===== config.mk =====
export PLATFORM = sky130hd
export DESIGN_NAME = bellek_asamasi_flat
export DESIGN_NICKNAME = d
export VERILOG_FILES = /design/src/rtl/bellek_asamasi_pkg.sv /design/src/rtl/bellek_asamasi_if.sv /design/src/rtl/bellek_asamasi_yukleme_hizalayici.sv /design/src/rtl/bellek_asamasi.sv /design/src/flat_wrapper.sv
export SDC_FILE = /design/constraint.sdc
export NUM_CORES = 1
export LEC_CHECK = 0
export ABC_CLOCK_PERIOD_IN_PS = 4300
export BUFFER_PORTS_ARGS = -buffer_cell sky130_fd_sc_hd__buf_2
export CAP_MARGIN = 20
export CORE_MARGIN = 5
export CORE_UTILIZATION = 59
export CTS_BUF_LIST = sky130_fd_sc_hd__clkbuf_8
export CTS_CLUSTER_DIAMETER = 200
export DETAILED_ROUTE_END_ITERATION = 10
export PLACE_DENSITY = 0.89
export SLEW_MARGIN = 30
export SYNTH_ARGS = -nofsm -noshare
export SYNTH_HDL_FRONTEND = slang
export SYNTH_HIERARCHICAL = 1
export SYNTH_SLANG_ARGS = --single-unit

===== constraint.sdc =====
create_clock -name clk_i -period 4.3 [get_ports clk_i]
set_input_delay 0.43 -clock clk_i [delete_from_list [all_inputs] [get_ports clk_i]]
set_output_delay 0.43 -clock clk_i [all_outputs]
set_load 0.05 [all_outputs]

===== src/rtl/bellek_asamasi_pkg.sv =====
// rtl/bellek_asamasi_pkg.sv - shared size codes, FSM encodings and store-lane helpers for the memory stage
package bellek_asamasi_pkg;

    localparam logic [1:0] BOYUT_B = 2'd0;
    localparam logic [1:0] BOYUT_H = 2'd1;
    localparam logic [1:0] BOYUT_W = 2'd2;

    localparam logic [1:0] BOSTA = 2'd0;
    localparam logic [1:0] ISTEK = 2'd1;
    localparam logic [1:0] YANIT = 2'd2;
    localparam logic [1:0] TAMAM = 2'd3;

    // Access captured when a memory op leaves BOSTA; request fields are driven from this.
    typedef struct packed {
        logic [31:0] adres;
        logic [1:0]  boyut;
        logic        isaretsiz;
        logic        yazma;
        logic [31:0] veri;
        logic [4:0]  rd;
        logic [31:0] pc;
    } erisim_t;

    // Unused size code 3 is treated like a word access throughout.
    function automatic logic hizasiz_mi(input logic [1:0] boyut, input logic [1:0] a);
        case (boyut)
            BOYUT_B: return 1'b0;
            BOYUT_H: return a[0];
            default: return a != 2'b00;
        endcase
    endfunction

    function automatic logic [3:0] maske_uret(input logic [1:0] boyut, input logic [1:0] a);
        case (boyut)
            BOYUT_B: return 4'b0001 << a;
            BOYUT_H: return 4'b0011 << {a[1], 1'b0};
            default: return 4'b1111;
        endcase
    endfunction

    function automatic logic [31:0] veri_cogalt(input logic [1:0] boyut, input logic [31:0] d);
        case (boyut)
            BOYUT_B: return {4{d[7:0]}};
            BOYUT_H: return {2{d[15:0]}};
            default: return d;
        endcase
    endfunction

endpackage


===== src/rtl/bellek_asamasi_if.sv =====
// rtl/bellek_asamasi_if.sv - data memory request/response port between the memory stage and data memory
interface bellek_asamasi_if;

    logic        veri_istek_gecerli;
    logic        veri_istek_hazir;
    logic [31:0] veri_istek_adres;
    logic        veri_istek_yaz;
    logic [31:0] veri_istek_veri;
    logic [3:0]  veri_istek_maske;
    logic        veri_yanit_gecerli;
    logic [31:0] veri_yanit_veri;

    modport master (
        output veri_istek_gecerli,
        input  veri_istek_hazir,
        output veri_istek_adres,
        output veri_istek_yaz,
        output veri_istek_veri,
        output veri_istek_maske,
        input  veri_yanit_gecerli,
        input  veri_yanit_veri
    );

    modport slave (
        input  veri_istek_gecerli,
        output veri_istek_hazir,
        input  veri_istek_adres,
        input  veri_istek_yaz,
        input  veri_istek_veri,
        input  veri_istek_maske,
        output veri_yanit_gecerli,
        output veri_yanit_veri
    );

endinterface


===== src/rtl/bellek_asamasi_yukleme_hizalayici.sv =====
// rtl/bellek_asamasi_yukleme_hizalayici.sv - extracts a byte/half/word from a load word and sign/zero-extends it
module yukleme_hizalayici
    import bellek_asamasi_pkg::*;
(
    input  logic [31:0] kelime_i,
    input  logic [1:0]  adres_i,
    input  logic [1:0]  boyut_i,
    input  logic        isaretsiz_i,
    output logic [31:0] deger_o
);

    logic [31:0] kaydirilmis;

    always_comb begin
        kaydirilmis = kelime_i >> {adres_i, 3'b000};
        case (boyut_i)
            BOYUT_B: deger_o = isaretsiz_i ? {24'b0, kaydirilmis[7:0]}
                                           : {{24{kaydirilmis[7]}}, kaydirilmis[7:0]};
            BOYUT_H: deger_o = isaretsiz_i ? {16'b0, kaydirilmis[15:0]}
                                           : {{16{kaydirilmis[15]}}, kaydirilmis[15:0]};
            default: deger_o = kaydirilmis;
        endcase
    end

endmodule


===== src/rtl/bellek_asamasi.sv =====
// rtl/bellek_asamasi.sv - memory pipeline stage: passthrough for ALU results, stalling load/store sequencer
module bellek_asamasi
    import bellek_asamasi_pkg::*;
(
    input  logic        clk_i,
    input  logic        rst_ni,
    input  logic        yaz_yazmac_i,
    input  logic [4:0]  rd_adres_i,
    input  logic [31:0] rd_deger_i,
    input  logic [31:0] program_sayaci_artmis_i,
    input  logic        bellek_oku_i,
    input  logic        bellek_yaz_i,
    input  logic [1:0]  bellek_boyut_i,
    input  logic        bellek_isaretsiz_i,
    input  logic [31:0] yaz_deger_i,
    output logic        durdur_o,
    bellek_asamasi_if.master veri_bus,
    output logic        yaz_yazmac_o,
    output logic [4:0]  rd_adres_o,
    output logic [31:0] rd_deger_o,
    output logic [31:0] program_sayaci_artmis_o,
    output logic        hizasiz_hata_o
);

    logic [1:0]  durum_q, durum_d;
    erisim_t     erisim_q, erisim_d;
    logic [31:0] yukleme_q, yukleme_d;
    logic        yaz_yazmac_q, yaz_yazmac_d;
    logic [4:0]  rd_adres_q, rd_adres_d;
    logic [31:0] rd_deger_q, rd_deger_d;
    logic [31:0] pc_q, pc_d;
    logic        hizasiz_q, hizasiz_d;

    logic        bellek_op;
    logic        hizasiz;
    logic [31:0] hizali_deger;

    assign bellek_op = bellek_oku_i | bellek_yaz_i;
    assign hizasiz   = bellek_op & hizasiz_mi(bellek_boyut_i, rd_deger_i[1:0]);

    assign durdur_o = ((durum_q == BOSTA) & bellek_op & ~hizasiz)
                    | (durum_q == ISTEK) | (durum_q == YANIT);

    yukleme_hizalayici u_hizalayici (
        .kelime_i    (veri_bus.veri_yanit_veri),
        .adres_i     (erisim_q.adres[1:0]),
        .boyut_i     (erisim_q.boyut),
        .isaretsiz_i (erisim_q.isaretsiz),
        .deger_o     (hizali_deger)
    );

    // Request fields come only from the captured access, so they stay stable while waiting for hazir.
    assign veri_bus.veri_istek_gecerli = (durum_q == ISTEK);
    assign veri_bus.veri_istek_adres   = {erisim_q.adres[31:2], 2'b00};
    assign veri_bus.veri_istek_yaz     = erisim_q.yazma;
    assign veri_bus.veri_istek_veri    = veri_cogalt(erisim_q.boyut, erisim_q.veri);
    assign veri_bus.veri_istek_maske   = erisim_q.yazma ? maske_uret(erisim_q.boyut, erisim_q.adres[1:0])
                                                        : 4'b0000;

    always_comb begin
        durum_d      = durum_q;
        erisim_d     = erisim_q;
        yukleme_d    = yukleme_q;
        yaz_yazmac_d = 1'b0;
        rd_adres_d   = rd_adres_q;
        rd_deger_d   = rd_deger_q;
        pc_d         = pc_q;
        hizasiz_d    = 1'b0;

        case (durum_q)
            BOSTA: begin
                if (!bellek_op) begin
                    yaz_yazmac_d = yaz_yazmac_i;
                    rd_adres_d   = rd_adres_i;
                    rd_deger_d   = rd_deger_i;
                    pc_d         = program_sayaci_artmis_i;
                end else if (hizasiz) begin
                    hizasiz_d = 1'b1;
                end else begin
                    erisim_d.adres     = rd_deger_i;
                    erisim_d.boyut     = bellek_boyut_i;
                    erisim_d.isaretsiz = bellek_isaretsiz_i;
                    erisim_d.yazma     = bellek_yaz_i;
                    erisim_d.veri      = yaz_deger_i;
                    erisim_d.rd        = rd_adres_i;
                    erisim_d.pc        = program_sayaci_artmis_i;
                    durum_d            = ISTEK;
                end
            end
            ISTEK: begin
                if (veri_bus.veri_istek_hazir) begin
                    durum_d = erisim_q.yazma ? TAMAM : YANIT;
                end
            end
            YANIT: begin
                if (veri_bus.veri_yanit_gecerli) begin
                    yukleme_d = hizali_deger;
                    durum_d   = TAMAM;
                end
            end
            TAMAM: begin
                yaz_yazmac_d = ~erisim_q.yazma & (erisim_q.rd != 5'd0);
                rd_adres_d   = erisim_q.rd;
                rd_deger_d   = yukleme_q;
                pc_d         = erisim_q.pc;
                durum_d      = BOSTA;
            end
            default: durum_d = BOSTA;
        endcase
    end

    always_ff @(posedge clk_i or negedge rst_ni) begin
        if (!rst_ni) begin
            durum_q      <= BOSTA;
            erisim_q     <= '0;
            yukleme_q    <= '0;
            yaz_yazmac_q <= 1'b0;
            rd_adres_q   <= '0;
            rd_deger_q   <= '0;
            pc_q         <= '0;
            hizasiz_q    <= 1'b0;
        end else begin
            durum_q      <= durum_d;
            erisim_q     <= erisim_d;
            yukleme_q    <= yukleme_d;
            yaz_yazmac_q <= yaz_yazmac_d;
            rd_adres_q   <= rd_adres_d;
            rd_deger_q   <= rd_deger_d;
            pc_q         <= pc_d;
            hizasiz_q    <= hizasiz_d;
        end
    end

    assign yaz_yazmac_o            = yaz_yazmac_q;
    assign rd_adres_o              = rd_adres_q;
    assign rd_deger_o              = rd_deger_q;
    assign program_sayaci_artmis_o = pc_q;
    assign hizasiz_hata_o          = hizasiz_q;

endmodule


===== src/flat_wrapper.sv =====
// flat-port wrapper written by rule: the top's interface ports become plain ports
module bellek_asamasi_flat import bellek_asamasi_pkg::*;
  (clk_i, rst_ni, yaz_yazmac_i, rd_adres_i, rd_deger_i, program_sayaci_artmis_i, bellek_oku_i, bellek_yaz_i, bellek_boyut_i, bellek_isaretsiz_i, yaz_deger_i, durdur_o, yaz_yazmac_o, rd_adres_o, rd_deger_o, program_sayaci_artmis_o, hizasiz_hata_o, veri_bus_veri_istek_gecerli, veri_bus_veri_istek_hazir, veri_bus_veri_istek_adres, veri_bus_veri_istek_yaz, veri_bus_veri_istek_veri, veri_bus_veri_istek_maske, veri_bus_veri_yanit_gecerli, veri_bus_veri_yanit_veri);
  bellek_asamasi_if veri_bus_i ();
  input  logic clk_i;
  input  logic rst_ni;
  input  logic yaz_yazmac_i;
  input  logic [4:0] rd_adres_i;
  input  logic [31:0] rd_deger_i;
  input  logic [31:0] program_sayaci_artmis_i;
  input  logic bellek_oku_i;
  input  logic bellek_yaz_i;
  input  logic [1:0] bellek_boyut_i;
  input  logic bellek_isaretsiz_i;
  input  logic [31:0] yaz_deger_i;
  output logic durdur_o;
  output logic yaz_yazmac_o;
  output logic [4:0] rd_adres_o;
  output logic [31:0] rd_deger_o;
  output logic [31:0] program_sayaci_artmis_o;
  output logic hizasiz_hata_o;
  output wire logic [$bits(veri_bus_i.veri_istek_gecerli)-1:0] veri_bus_veri_istek_gecerli;
  input wire logic [$bits(veri_bus_i.veri_istek_hazir)-1:0] veri_bus_veri_istek_hazir;
  output wire logic [$bits(veri_bus_i.veri_istek_adres)-1:0] veri_bus_veri_istek_adres;
  output wire logic [$bits(veri_bus_i.veri_istek_yaz)-1:0] veri_bus_veri_istek_yaz;
  output wire logic [$bits(veri_bus_i.veri_istek_veri)-1:0] veri_bus_veri_istek_veri;
  output wire logic [$bits(veri_bus_i.veri_istek_maske)-1:0] veri_bus_veri_istek_maske;
  input wire logic [$bits(veri_bus_i.veri_yanit_gecerli)-1:0] veri_bus_veri_yanit_gecerli;
  input wire logic [$bits(veri_bus_i.veri_yanit_veri)-1:0] veri_bus_veri_yanit_veri;
  assign veri_bus_veri_istek_gecerli = veri_bus_i.veri_istek_gecerli;
  assign veri_bus_i.veri_istek_hazir = veri_bus_veri_istek_hazir;
  assign veri_bus_veri_istek_adres = veri_bus_i.veri_istek_adres;
  assign veri_bus_veri_istek_yaz = veri_bus_i.veri_istek_yaz;
  assign veri_bus_veri_istek_veri = veri_bus_i.veri_istek_veri;
  assign veri_bus_veri_istek_maske = veri_bus_i.veri_istek_maske;
  assign veri_bus_i.veri_yanit_gecerli = veri_bus_veri_yanit_gecerli;
  assign veri_bus_i.veri_yanit_veri = veri_bus_veri_yanit_veri;
  bellek_asamasi u_core (.clk_i(clk_i), .rst_ni(rst_ni), .yaz_yazmac_i(yaz_yazmac_i), .rd_adres_i(rd_adres_i), .rd_deger_i(rd_deger_i), .program_sayaci_artmis_i(program_sayaci_artmis_i), .bellek_oku_i(bellek_oku_i), .bellek_yaz_i(bellek_yaz_i), .bellek_boyut_i(bellek_boyut_i), .bellek_isaretsiz_i(bellek_isaretsiz_i), .yaz_deger_i(yaz_deger_i), .durdur_o(durdur_o), .veri_bus(veri_bus_i), .yaz_yazmac_o(yaz_yazmac_o), .rd_adres_o(rd_adres_o), .rd_deger_o(rd_deger_o), .program_sayaci_artmis_o(program_sayaci_artmis_o), .hizasiz_hata_o(hizasiz_hata_o));
endmodule

-- Word-level counts from Yosys, hierarchy flattened
Index checks and enable logic that the tools add are counted.
- register bits after elaboration: 210
- input port bits: 143
- output and inout bits: 142
- word-level logic and storage cells: 70
- equality and inequality tests: 10
- shift-type cells: 3
- muxes and demuxes: 24
- bitwise logic cells: 9
- reduce and logical (&&, ||, !) cells: 10
- operators with widths (cell ; count):
    $pmux W32 S2 ; 4
    $mux W32 ; 4
    $shr A32 B5 Y32 ; 1
    $pmux W5 S2 ; 1
    $mux W2 ; 4
    $pmux W2 S4 ; 1
    $pmux W4 S2 ; 1
    $eq A2 B1 Y1 const B ; 3
    $logic_not A2 Y1 ; 3
    $ne A2 B2 Y1 const B ; 3
    $mux W1 ; 5
    $mux W5 ; 1
    $reduce_bool A5 Y1 ; 1
    $and A1 B1 Y1 ; 4
    $eq A2 B2 Y1 const B ; 2
    $mux W4 ; 1
    $ne A2 B1 Y1 const B ; 2
    $pmux W1 S2 ; 2
    $reduce_and A2 Y1 ; 2
    $reduce_and A4 Y1 ; 1
    $reduce_bool A2 Y1 ; 2
    $shl A1 B2 Y4 const A ; 1
    $shl A2 B2 Y4 const A ; 1
    $or A1 B1 Y1 ; 3
    2 further kinds ; 3

-- Depth between registers and ports, before layout
- depth after elaboration: 7
- mapped depth: 8
- depth with buffers taken out: 6

-- By module
Netlist, hierarchy kept.
- by module, submodules not included (module ; times used ; cells an instance ; area an instance (µm²) ; seq. area each (µm²)):
    bellek_asamasi ; 1 ; 726 ; 9551.7 ; 5255.0
    yukleme_hizalayici ; 1 ; 103 ; 768.2 ; 0.0

-- Worst setup path before layout
OpenSTA, ideal clock, no wires.
- path type: register -> output
- start: register u_core/erisim_q[72] in the netlist's numbering
- end: output port veri_bus_veri_istek_veri[24]
- data arrival time: 1.981 ns
- required time: 3.870 ns
- slack: 1.889 ns
- cell stages (with the launch flop): 4
- buffers on the path: 2
- cells stage by stage: dfrtp_1 clkbuf_1 clkbuf_1 o21ai_0
- word-level cells in the longest chain between the ends: 2
- elaborated cells between the ends (all ways): 3
- classes of those cells: eq/ne: 1; mux: 1; reduce/logical: 1
- ends and longest elaborated chain (what ; RTL line ; RTL):
    start: declaration ; bellek_asamasi.sv:26 ; erisim_t erisim_q, erisim_d;
    start signal: assignment ; bellek_asamasi.sv:124 ; erisim_q <= erisim_d;
    $eq A2 B1 Y1 / $logic_not A2 Y1 (equally long branches) ; bellek_asamasi_pkg.sv:42 ; case (boyut)
    $pmux W32 S2 * ; bellek_asamasi_pkg.sv:42 ;
    end: declaration ; flat_wrapper.sv:26 ; output wire logic [$bits(veri_bus_i.veri_istek_veri)-1:0] veri_bus_veri_istek_veri;
Mark *: on every way between the ends. The rest lies on a longest branch, timed or not.

-- Final worst setup path
- start: register u_core.durum_q[0]
- end: output port durdur_o
- word-level cells in the longest chain between the ends: 5
- elaborated cells between the ends (all ways): 7
- classes of those cells: eq/ne: 2; bitwise: 4; reduce/logical: 1
- ends and longest elaborated chain (what ; RTL line ; RTL):
    start: declaration ; bellek_asamasi.sv:25 ; logic [1:0] durum_q, durum_d;
    start signal: assignment ; bellek_asamasi.sv:123 ; durum_q <= durum_d;
    $logic_not A2 Y1 ; bellek_asamasi.sv:41 ; assign durdur_o = ((durum_q == BOSTA) & bellek_op & ~hizasiz)
    $and A1 B1 Y1 (2 in series) ; bellek_asamasi.sv:41 ;
    $or A1 B1 Y1 ; bellek_asamasi.sv:42 ; | (durum_q == ISTEK) | (durum_q == YANIT);
    $or A1 B1 Y1 * ; bellek_asamasi.sv:42 ;
    end: declaration ; flat_wrapper.sv:16 ; output logic durdur_o;
Marked as above.

==> metrics.md <==
| Metric | Value |
|---|---|
| Synth Area in Simple Gates | `0.0518` |
| Critical Path AT | `between 2 and 3 ns` |
| Final hold viol count | `0` |
| Place WS | `between 1 and 1.5 ns` |
| CTS Sinks | `210` |
| Fin worst setup slack | `between 1 and 1.5 ns` |
| CP required | `roughly 3.9 ns` |
| Layout area overhead | `18.6%` |
| Final WL | `around 26000 µm` |
| Most frequent cell after synthesis | `dfrtp_1` |
| RSZ-0062 raised after global routing | `no` |
| Top Ports | `approximately 290` |
| Startpoint Class | `register` |
| Fillers | `between 1000 and 1500` |
| Max Fclk | `between 0.3 and 0.4 GHz` |
| Chip Width | `around 140 µm` |
| Total negative setup slack | `0 ns` |
| GRT Util Overall | `0.249` |
| Asr flop ratio synth | `1.00` |
| Commonest cells post-synth | `210 x dfrtp_1, 95 x mux2i_1, 83 x mux2_2, 83 x o21ai_0, 80 x nand2_1` |
| Cell chain of the critical path | `inv_1 -> ha_1 -> o21ai_2 -> nand2b_4 -> nand3_1 -> buf_2` |
| Hold WS | `around 0.16 ns` |
| Hold Buf Count CTS | `0` |
| Slowest CP cell | `nand2b_4` |
| Max Root-Sink Buffers | `3` |
| #FFs+latches synth | `210` |
| Max incr delay on CP | `0.54 ns` |
| Reg clk slew, reported paths | `~0.060 ns` |
| Worst slew margin | `0.418` |
| Die span in y | `142 µm` |
| Number of global-route vias before repair | `roughly 7700` |
| CTS Root Cell | `clkbuf_8` |
| Wire length per cell | `19.4 µm` |
| Mux share of post-synthesis cell area | `0.286` |
| Post-Syn Instances | `between 800 and 900` |
| Total die area | `20200 µm²` |
| Hold WC Path Type | `primary input to register` |
| Antenna Violating Nets Remaining | `0` |
| Reg2reg path depth | `6` |
| Initial Util | `0.599` |
| Drc violations | `0` |
| Min-Delay Path Depth | `2` |
| Post_cts resized | `0` |
| Minimum clock period | `about 3.1 ns` |
| Final GP Congestion | `around 0.86` |
| Largest net degree at the start of global routing | `between 100 and 150` |
| Dominant cell type by area after synthesis | `dfrtp_1` |
| Core box area | `~17000 µm²` |
| Layout Nets | `between 1000 and 1500` |
| Mapped Avg Cell Area | `approximately 12 µm²` |
| Initial antenna violation count | `3` |
| Fin. max-slew vios | `0` |
| Post-synth EDFFs | `0` |
| CP Class | `register to output port` |
| Placed insts | `roughly 1300` |
| Fraction of the mapped netlist area in adder cells | `0.00606` |
| Synth area leaders | `dfrtp_1 51%, mux2_4 10%, mux2i_1 9.2%, mux2_2 9.1%, o21ai_0 4.0%` |
| Crit end category | `output port` |
| Top_reg_cell synth | `dfrtp_1` |
| Multi-input gate area in the final layout | `around 4500 µm²` |
| Post-CTS Setup Inserts | `0` |
| Cts bufs inserted | `35` |
| DR vias/cell | `~5.6` |
| Fraction of layout cells with a size suffix above 1 | `0.468` |
| CTS tree | `built` |
| First drt pass iteration count | `5` |
| Syn. warnings | `6` |
| Share of the synthesized area in the top cell type | `0.509` |
| CTS HTree Levels | `2` |
| Outcome | `complete, no violations` |
| GRT overflow | `0` |
| Clk_skew | `around 0.011 ns` |
| First-pass GRT wire length | `between 40000 and 50000 µm` |
| Unique cell type count in the Yosys netlist | `40` |
| Sequential area share after synthesis | `0.509` |
| Sequential cell area | `5260 µm²` |
| Max Cap Viol | `0` |
| Drt initial violations | `about 350` |
| Complex-gate fraction of the synthesized area | `0.0850` |
| Cell Area, Synth | `a little over 10000 µm²` |
| Total number of vias | `around 7300` |
| Max FO, Critical Path | `between 40 and 50` |
| Largest family of logic cells by synthesized area | `multiplexers` |
| Worst slew pin tran | `0.854 ns` |
| Layout Cells excl Fill | `1318` |
| Buffers added on ports | `about 280` |
| Xor and xnor fraction of the mapped netlist area | `0.000849` |
| Tcrit/Tclk final | `0.726` |
| DPL Wire Length | `18100 µm` |
| Worst skew pair latency | `0.50 ns` |
| Final Setup Violations | `0` |
| FP Rows | `between 40 and 50` |
cell type report:
type | count | share of cell area
Multi-Input combinational cell | 523 | 0.365
Antenna cell | 3 | 0.000613
Tap cell | 225 | 0.0230
Inverter | 6 | 0.00184
Clock buffer | 43 | 0.0484
Clock inverter | 14 | 0.00450
Sequential cell | 210 | 0.429
Timing Repair Buffer | 294 | 0.127
through the flow:
step	utilization	area, µm²
after detailed placement	0.670	11500
final	0.710	12200
after floorplan	-	10300
after global routing	0.710	12200
after global placement	0.670	11500
after CTS	0.707	12200
critical path: cells and delay by family (launching register included):
| family | cells | cell delay [ns] |
|---|---|---|
| simple gates | 2 | 0.77 |
| buf+inv | 2 | 0.45 |
| flops | 1 | 0.44 |
| fa+ha+maj | 1 | 0.36 |
| compound gates | 1 | 0.16 |
placed cells by master, fill, tap and decap left out, types with 2 or more instances in the layout:
cell and instances:
o21ai_2 2, nand3_1 3, o2bb2ai_1 9, nand2_1 80, nor2_1 8, diode_2 3
clkinv_2 2, or2_2 9, ha_1 4, mux2_4 71, a21oi_1 26, dfrtp_1 210
buf_12 2, mux2i_1 94, clkbuf_8 43, o22ai_1 8, nor2b_1 11, o21a_1 4
inv_1 18, buf_4 8, mux2_2 83, a211oi_1 8, conb_1 2, o21ai_0 83
buf_2 281
state kept, by name, summed over array words and instances, names as in the netlist:
name and flops:
u_core/veri_bus.veri_istek_adres 30, u_core/erisim_q 74, u_core/hizasiz_hata_o 1, u_core/program_sayaci_artmis_o 32, u_core/rd_adres_o 5, u_core/yaz_yazmac_o 1
u_core/yukleme_q 32, u_core/veri_bus.veri_istek_yaz 1, u_core/rd_deger_o 32, u_core/durum_q 2
worst paths after layout:
kind / slack, ns / start / endpoint
worst min register to register: 0.47 / u_core/rd_adres_o[0]$_DFFE_PN0P_ / u_core/rd_adres_o[0]$_DFFE_PN0P_
worst max-delay path: 1.18 / u_core/durum_q[0]$_DFFE_PN0P_ / durdur_o
min in group asynchronous: 0.38 / rst_ni / u_core/erisim_q[55]$_DFFE_PN0P_
worst min-delay path: 0.16 / yaz_deger_i[4] / u_core/erisim_q[41]$_DFFE_PN0P_
worst max register to register: 1.37 / u_core/durum_q[0]$_DFFE_PN0P_ / u_core/veri_bus.veri_istek_adres[20]$_DFFE_PN0P_
max in group asynchronous: 3.20 / rst_ni / u_core/rd_deger_o[30]$_DFFE_PN0P_
logic make-up (layout without fill, tap and decap cells):
family / after synthesis / count (layout)
fa+ha+maj: 5 / 5
compound gates: 147 / 147
flops: 210 / 210
buf+inv: 97 / 357
other cells: 1 / 5
simple gates: 119 / 119
mux: 249 / 249
xor+xnor: 1 / 1
routing by layer:
metal,vias to the layer above,global-route usage,routed length [µm]
met5,-,0,0
met4,0,0.107,935
met3,68,0.0541,1710
met2,265,0.407,12700
met1,3632,0.322,10200
li1,3370,-,-
Power is not shown: default switching activity piles up to over one toggle a cycle in this logic, so the estimate is an artifact.
